File: src/rtl/whack_pkg.sv
// Shared definitions for the whack-a-mole round sequencer.
// Contents: round state encoding, datapath widths and the default timing
// constants used as parameter defaults by whack_game_ctrl.
package whack_pkg;

    // Round state; the encoding is visible on the o_state port.
    typedef enum logic [1:0] {
        ST_IDLE      = 2'd0,
        ST_COUNTDOWN = 2'd1,
        ST_PLAY      = 2'd2,
        ST_OVER      = 2'd3
    } state_t;

    localparam int SCORE_W = 24;
    localparam int TIME_W  = 8;
    localparam int LEVEL_W = 3;

    localparam int DEF_SEC_CYCLES     = 50_000_000;
    localparam int DEF_COUNTDOWN_SECS = 3;
    localparam int DEF_ROUND_SECS     = 60;
    localparam int DEF_BASE_PERIOD    = 200_000_000;
    localparam int DEF_LEVEL_SHIFT    = 4;
    localparam int DEF_MAX_LEVEL      = 3;

endpackage

File: src/rtl/whack_tick_div.sv
// tick_div: free-running modulo-DIV counter that emits a one-cycle tick.
// Ports:
//   i_clk  - clock
//   i_rst  - synchronous active-high reset, clears the count
//   i_clr  - synchronous clear, same effect as reset
//   i_en   - count enable; the count holds while low
//   o_tick - high in the cycle the count sits at DIV-1 (while enabled);
//            the count wraps to 0 on the following edge
module tick_div #(
    parameter int DIV = 10
) (
    input  logic i_clk,
    input  logic i_rst,
    input  logic i_clr,
    input  logic i_en,
    output logic o_tick
);

    localparam int CNT_W = (DIV > 1) ? $clog2(DIV) : 1;
    localparam logic [CNT_W-1:0] LAST = CNT_W'(DIV - 1);

    logic [CNT_W-1:0] r_cnt;

    assign o_tick = i_en && (r_cnt == LAST);

    always_ff @(posedge i_clk) begin
        if (i_rst || i_clr) begin
            r_cnt <= '0;
        end else if (i_en) begin
            r_cnt <= o_tick ? '0 : r_cnt + CNT_W'(1);
        end
    end

endmodule

File: src/rtl/whack_game_ctrl.sv
// whack_game_ctrl: round sequencer above the mole/scoring block.
// Runs IDLE -> COUNTDOWN -> PLAY -> OVER, drives the mole block's reset and
// pattern-load strobe, tracks the per-round score against a base snapshot of
// the never-resetting cumulative score, and keeps a high score.
// Ports:
//   i_clk, i_rst     - clock, synchronous active-high reset
//   i_start          - start button (synchronised); rising edge starts a round
//   i_score          - cumulative score from the mole block
//   o_mole_rst       - mole block reset, high whenever not in PLAY
//   o_mole_load      - one-cycle strobe to load a new mole pattern
//   o_state          - current state (IDLE=0, COUNTDOWN=1, PLAY=2, OVER=3)
//   o_time_left      - seconds remaining in COUNTDOWN/PLAY, 0 otherwise
//   o_level          - speed level, min(MAX_LEVEL, round_score >> LEVEL_SHIFT)
//   o_round_score    - score earned in the current or last round
//   o_high_score     - best round score since reset
module whack_game_ctrl
    import whack_pkg::*;
#(
    parameter int SEC_CYCLES     = DEF_SEC_CYCLES,
    parameter int COUNTDOWN_SECS = DEF_COUNTDOWN_SECS,
    parameter int ROUND_SECS     = DEF_ROUND_SECS,
    parameter int BASE_PERIOD    = DEF_BASE_PERIOD,
    parameter int LEVEL_SHIFT    = DEF_LEVEL_SHIFT,
    parameter int MAX_LEVEL      = DEF_MAX_LEVEL
) (
    input  logic               i_clk,
    input  logic               i_rst,
    input  logic               i_start,
    input  logic [SCORE_W-1:0] i_score,
    output logic               o_mole_rst,
    output logic               o_mole_load,
    output logic [1:0]         o_state,
    output logic [TIME_W-1:0]  o_time_left,
    output logic [LEVEL_W-1:0] o_level,
    output logic [SCORE_W-1:0] o_round_score,
    output logic [SCORE_W-1:0] o_high_score
);

    localparam int PER_W = $clog2(BASE_PERIOD) + 1;

    state_t             r_state;
    state_t             w_next_state;
    logic               r_start_prev;
    logic               w_start_edge;
    logic               w_sec_tick;
    logic               w_last_sec;
    logic               w_state_change;
    logic [TIME_W-1:0]  r_time_left;
    logic [SCORE_W-1:0] r_base;
    logic [SCORE_W-1:0] r_round_score;
    logic [SCORE_W-1:0] r_high_score;
    logic [LEVEL_W-1:0] r_level;
    logic               r_mole_load;
    logic [PER_W-1:0]   r_per_cnt;
    logic [PER_W-1:0]   w_per_lim;
    logic               w_per_wrap;
    logic [SCORE_W-1:0] w_round_next;
    logic [SCORE_W-1:0] w_level_raw;
    logic [LEVEL_W-1:0] w_level_next;

    // Previous-sample register resets to 1 so a button held through reset
    // does not look like a fresh press.
    assign w_start_edge   = i_start && !r_start_prev;
    assign w_last_sec     = w_sec_tick && (r_time_left == TIME_W'(1));
    assign w_state_change = (w_next_state != r_state);

    // Second divider: runs only in the timed states, restarts on every entry.
    tick_div #(
        .DIV (SEC_CYCLES)
    ) u_sec_div (
        .i_clk  (i_clk),
        .i_rst  (i_rst),
        .i_clr  (w_state_change),
        .i_en   ((r_state == ST_COUNTDOWN) || (r_state == ST_PLAY)),
        .o_tick (w_sec_tick)
    );

    // ---------------- FSM: state register ----------------
    always_ff @(posedge i_clk) begin
        if (i_rst) begin
            r_state      <= ST_IDLE;
            r_start_prev <= 1'b1;
        end else begin
            r_state      <= w_next_state;
            r_start_prev <= i_start;
        end
    end

    // ---------------- FSM: next state ----------------
    always_comb begin
        w_next_state = r_state;
        case (r_state)
            ST_IDLE:      if (w_start_edge) w_next_state = ST_COUNTDOWN;
            ST_COUNTDOWN: if (w_last_sec)   w_next_state = ST_PLAY;
            ST_PLAY:      if (w_last_sec)   w_next_state = ST_OVER;
            ST_OVER:      if (w_start_edge) w_next_state = ST_COUNTDOWN;
            default:                        w_next_state = ST_IDLE;
        endcase
    end

    // ---------------- FSM: outputs ----------------
    always_comb begin
        o_state    = r_state;
        o_mole_rst = (r_state != ST_PLAY);
    end

    // Score earned since PLAY entry; a cumulative score that falls below the
    // snapshot counts as nothing rather than wrapping.
    assign w_round_next = (i_score >= r_base) ? (i_score - r_base) : '0;
    assign w_level_raw  = w_round_next >> LEVEL_SHIFT;
    assign w_level_next = (w_level_raw > SCORE_W'(MAX_LEVEL)) ? LEVEL_W'(MAX_LEVEL)
                                                              : w_level_raw[LEVEL_W-1:0];

    // Refresh period halves per level. The >= compare makes a counter that
    // is already past a freshly shortened limit wrap immediately.
    assign w_per_lim  = PER_W'(BASE_PERIOD >> r_level);
    assign w_per_wrap = (r_per_cnt >= (w_per_lim - PER_W'(1)));

    always_ff @(posedge i_clk) begin
        if (i_rst || w_state_change) begin
            r_per_cnt <= '0;
        end else if (r_state == ST_PLAY) begin
            r_per_cnt <= w_per_wrap ? '0 : r_per_cnt + PER_W'(1);
        end
    end

    // Round datapath. Everything that happens on a state entry is keyed off
    // w_next_state; round_score/level only update while staying in PLAY, so
    // the value seen on OVER entry is the frozen one.
    always_ff @(posedge i_clk) begin
        if (i_rst) begin
            r_time_left   <= '0;
            r_base        <= '0;
            r_round_score <= '0;
            r_high_score  <= '0;
            r_level       <= '0;
            r_mole_load   <= 1'b0;
        end else begin
            r_mole_load <= 1'b0;
            if (w_state_change) begin
                case (w_next_state)
                    ST_COUNTDOWN: begin
                        r_time_left   <= TIME_W'(COUNTDOWN_SECS);
                        r_round_score <= '0;
                        r_level       <= '0;
                    end
                    ST_PLAY: begin
                        r_time_left <= TIME_W'(ROUND_SECS);
                        r_base      <= i_score;
                        r_mole_load <= 1'b1;
                    end
                    ST_OVER: begin
                        r_time_left <= '0;
                        if (r_round_score > r_high_score) begin
                            r_high_score <= r_round_score;
                        end
                    end
                    default: ;
                endcase
            end else begin
                if (w_sec_tick) begin
                    r_time_left <= r_time_left - TIME_W'(1);
                end
                if (r_state == ST_PLAY) begin
                    r_round_score <= w_round_next;
                    r_level       <= w_level_next;
                    r_mole_load   <= w_per_wrap;
                end
            end
        end
    end

    assign o_mole_load   = r_mole_load;
    assign o_time_left   = r_time_left;
    assign o_level       = r_level;
    assign o_round_score = r_round_score;
    assign o_high_score  = r_high_score;

endmodule

File: config.mk
export PLATFORM = sky130hd
export DESIGN_NAME = whack_game_ctrl
export DESIGN_NICKNAME = d
export VERILOG_FILES = /design/src/rtl/whack_pkg.sv /design/src/rtl/whack_tick_div.sv /design/src/rtl/whack_game_ctrl.sv
export SDC_FILE = /design/constraint.sdc
export NUM_CORES = 1
export LEC_CHECK = 0
export CORE_MARGIN = 2
export CORE_UTILIZATION = 52
export DETAILED_ROUTE_END_ITERATION = 10
export PLACE_DENSITY_LB_ADDON = 0.15
export SETUP_SLACK_MARGIN = 0.15
export SYNTH_ARGS = -nofsm -noshare
export SYNTH_HDL_FRONTEND = slang
export SYNTH_HIERARCHICAL = 1
export SYNTH_SLANG_ARGS = --single-unit
File: constraint.sdc
create_clock -name i_clk -period 3.5 [get_ports i_clk]
set_input_delay 0.35 -clock i_clk [delete_from_list [all_inputs] [get_ports i_clk]]
set_output_delay 0.35 -clock i_clk [all_outputs]
set_load 0.02 [all_outputs]
==> results.md <==
* Status: finished, final reports clean
* Pin count of the biggest net entering global routing at 51
* Clock sink total at ~140
* Fin Setup TNS at 0 ns
* Synth cell types at 73
* CTS Buf Count at 17
* Ys flop type: dfxtp_1
* Clock tree buffer depth at 2
* Critical path's largest stage delay at 0.34 ns
* Fin util at about 65%
* Max Cap Viol at 0
* Share of post-route cells with drive strength above 1 at under 10%
* Worst VDD drop at between 0.3 and 0.4 mV
* DP HPWL at 16300 µm
* Final hold vios at 0
* Worst R2R Path Depth at 16
* Antenna Nets Post-Route at 0
* Synth Instances at 1099
* FF-to-FF Start: o_state[0]$_SDFF_PP0_
* CP max-delay cell: dfxtp_4
* H-tree depth at 4
* CTS hold repair buffers at 0
* Number of port buffers at between 80 and 90
* PnR worst setup slack at between 0.3 and 0.4 ns
* Dominant cell type by area after synthesis: dfxtp_1
* Synthesis-to-finish area growth at 22.3%
* Via density at approximately 5.7
* Crit Reg-Reg Endpoint: o_time_left[3]$_SDFFE_PP0P_
* Worst path bufs/invs at 3
* Critical Path RT at ~3.8 ns
* Clk_lat worst skew at ~0.43 ns
* CP Launch Point: o_state[0]$_SDFF_PP0_
* Synth top area cells: dfxtp_1 (32%), ha_1 (12%), nor2_1 (6.0%), a21oi_1 (4.5%), nand2_1 (4.4%)
* Worst Path Max Fanout at 18
* Gpl congestion at roughly 0.92
* Leak at between 4 and 5 nW
* Pwr Density at around 650 mW/mm²
* Die width at 135 µm
* Synth Cell Area at approximately 0.009 mm²
* Die height at ~130 µm
* DIE AREA at 0.0181 mm²
* DRC at 0
* Final Power at 7.09 mW
* Post-synth top cells: dfxtp_1 (142), nor2_1 (142), nand2_1 (105)
* Post-route clock period utilization at 89.1%
* Post-layout minimum cycle time at between 3 and 4 ns
* Cell Chain, Critical Path: inv_1 -> ha_1 -> inv_2 -> and3_1 -> nand2_1 -> nor3_2 -> nand2_2 -> o41ai_4 -> a2111oi_2 -> a21oi_4 -> buf_6 -> o21ai_1 -> o21ai_4 -> o21ai_0 -> a22oi_1 -> nor2_1
* Core area at about 0.017 mm²
* Synth warnings at 6
* Placed cell count at ~1400
* Final net count at ~1300
* Slew Viols, Final at 0
* First-pass GRT wire length at between 30000 and 40000 µm
* Register area share after synthesis at between 30% and 40%
* Vias in the first global route at 7791
* WS Path Type: reg -> reg
* Place WS at slightly below 0.04 ns
* Antenna Diode Count at 0
* RSZ-0062 raised after global routing: false
* Synth Register Bits at about 140
* Cell Count, Final, Fillers Out at ~1400
* Pre-antenna DRT Iters at 5
* Wire length per cell at around 16 µm
* Rows at between 40 and 50
* Slew HR at 47.6%
* Worst path top cell family by delay: compound AO/OA/AOI/OAI gates
* # IOs at 90
* Fmax at about 320 MHz
* Stages on the worst setup path at 16
* CTS root buf: clkbuf_16
* Tightest Hold Check Type: reg -> reg
* Post-synth top area share at around 32%
* Share of flip-flops with an asynchronous set or reset at 0%
* Endpoints failing setup at 0
* Crit end category: register
* Detailed-route via count at just over 8000
* Reg-to-reg slack, setup at ~0.38 ns
* Hold path depth at 2
* Iter 0 DRT Violations at 530
* Total GRT Usage at roughly a quarter
* Initial antenna violation count at 0
* Starting Density at between 50% and 60%
* Worst Skew at roughly 0.0088 ns
* Post-synthesis net count at roughly 1200
* Worst setup path end: o_time_left[3]$_SDFFE_PP0P_
* EDFF count, synth at 0
* Overflow after GRT at 0
* Mapped Avg Cell Area at approximately 8.1 µm²
* Worst-path clk slew at 0.06 ns
* CP arrival at approximately 3.4 ns
* CTS tree: done
* Slew @ Worst Pin at around 0.79 ns
* Setup crit start kind: register
* Post-Route WL at about 22000 µm
==> worst reg2reg max path: stages (launching register included) <==
cell	delay, ns
dfxtp_4	0.34
inv_1	0.06
ha_1	0.34
inv_2	0.07
and3_1	0.16
nand2_1	0.08
nor3_2	0.19
nand2_2	0.13
o41ai_4	0.33
a2111oi_2	0.14
a21oi_4	0.19
buf_6	0.21
o21ai_1	0.17
o21ai_4	0.18
o21ai_0	0.15
a22oi_1	0.20
nor2_1	0.06
==> placed cells by master (no fill, tap or decap), drive strengths merged, types with 9 or more instances in the layout <==
master,n
clkdlybuf4s50,88
nand2,105
clkbuf,20
nand3,36
a22oi,22
or3,16
nor3,14
inv,75
a21oi,82
o21ai,54
dfxtp,142
nand4,33
a21o,27
xor2,39
nor2b,9
ha,85
nor2,142
and4,9
xnor2,23
buf,40
mux2i,26
==> metrics by stage <==
step	cell area [µm²]	hold slack, ns
global placement	10100	0.443
finish	10800	0.454
floorplan	8880	0.436
global route	10800	0.473
CTS	10700	0.458
detailed placement	10100	0.449
==> how the worst min path moves through the flow <==
stage,end,start
global route,r_base[21]$_SDFFE_PP0P_,r_base[21]$_SDFFE_PP0P_
finish,r_base[22]$_SDFFE_PP0P_,r_base[22]$_SDFFE_PP0P_
CTS,r_base[22]$_SDFFE_PP0P_,r_base[22]$_SDFFE_PP0P_
global placement,r_base[5]$_SDFFE_PP0P_,r_base[5]$_SDFFE_PP0P_
detailed placement,r_base[21]$_SDFFE_PP0P_,r_base[21]$_SDFFE_PP0P_
floorplan,r_base[10]$_SDFFE_PP0P_,r_base[10]$_SDFFE_PP0P_
==> cells by family (layout without fill, tap and decap cells) <==
kind of cell             Yosys count  count (layout)  share of synthesized area [%]
AO/OA/AOI/OAI                    251             251                           18.2
XOR/XNOR                          62              62                           6.13
adder cells (fa/ha/maj)           86              86                           12.2
buffers and inverters            113             232                           5.55
flip-flops                       142             142                           32.1
multiplexers                      26              26                           2.94
other                              1               1                         0.0423
AND/OR/NAND/NOR                  418             418                           22.9
==> state kept, by name, summed over array words and instances (netlist names) <==
| name | count |
|---|---|
| o_round_score | 24 |
| o_state | 2 |
| r_start_prev | 1 |
| r_base | 24 |
| o_high_score | 24 |
| r_per_cnt | 29 |
| o_time_left | 8 |
| u_sec_div/r_cnt | 26 |
| o_mole_load | 1 |
| o_level | 3 |
==> cell type report <==
| class | count | area, µm² |
|---|---|---|
| clock inverter | 14 | 133 |
| timing repair buffer | 130 | 1270 |
| sequential | 142 | 2850 |
| fill | 1444 | 5800 |
| tap | 220 | 275 |
| clock buffer | 18 | 439 |
| multi-input combinational | 844 | 5620 |
| inverter | 70 | 263 |
==> metal layers <==
layer | share of wire [%] | track usage [%] | vias to the layer above
li1 | - | - | 4106
met1 | 44 | 30.3 | 3817
met2 | 50 | 44.1 | 171
met3 | 4.0 | 4.50 | 41
met4 | 2.2 | 9.47 | 0
met5 | 0 | 0 | -
==> repair_timing <==
action	in CTS	in global routing
resized for setup	1	12
pin swaps	0	2
cloned	0	2
buffers inserted	0	3
setup endpoints to repair	7	58
==> report_power, final <==
group          internal (mW)  switching [mW]
Sequential              1.79           0.156
Combinational           1.36            2.01
Clock                   1.01           0.775
Total                   4.15            2.94
Power figures use the tool's default switching activity.
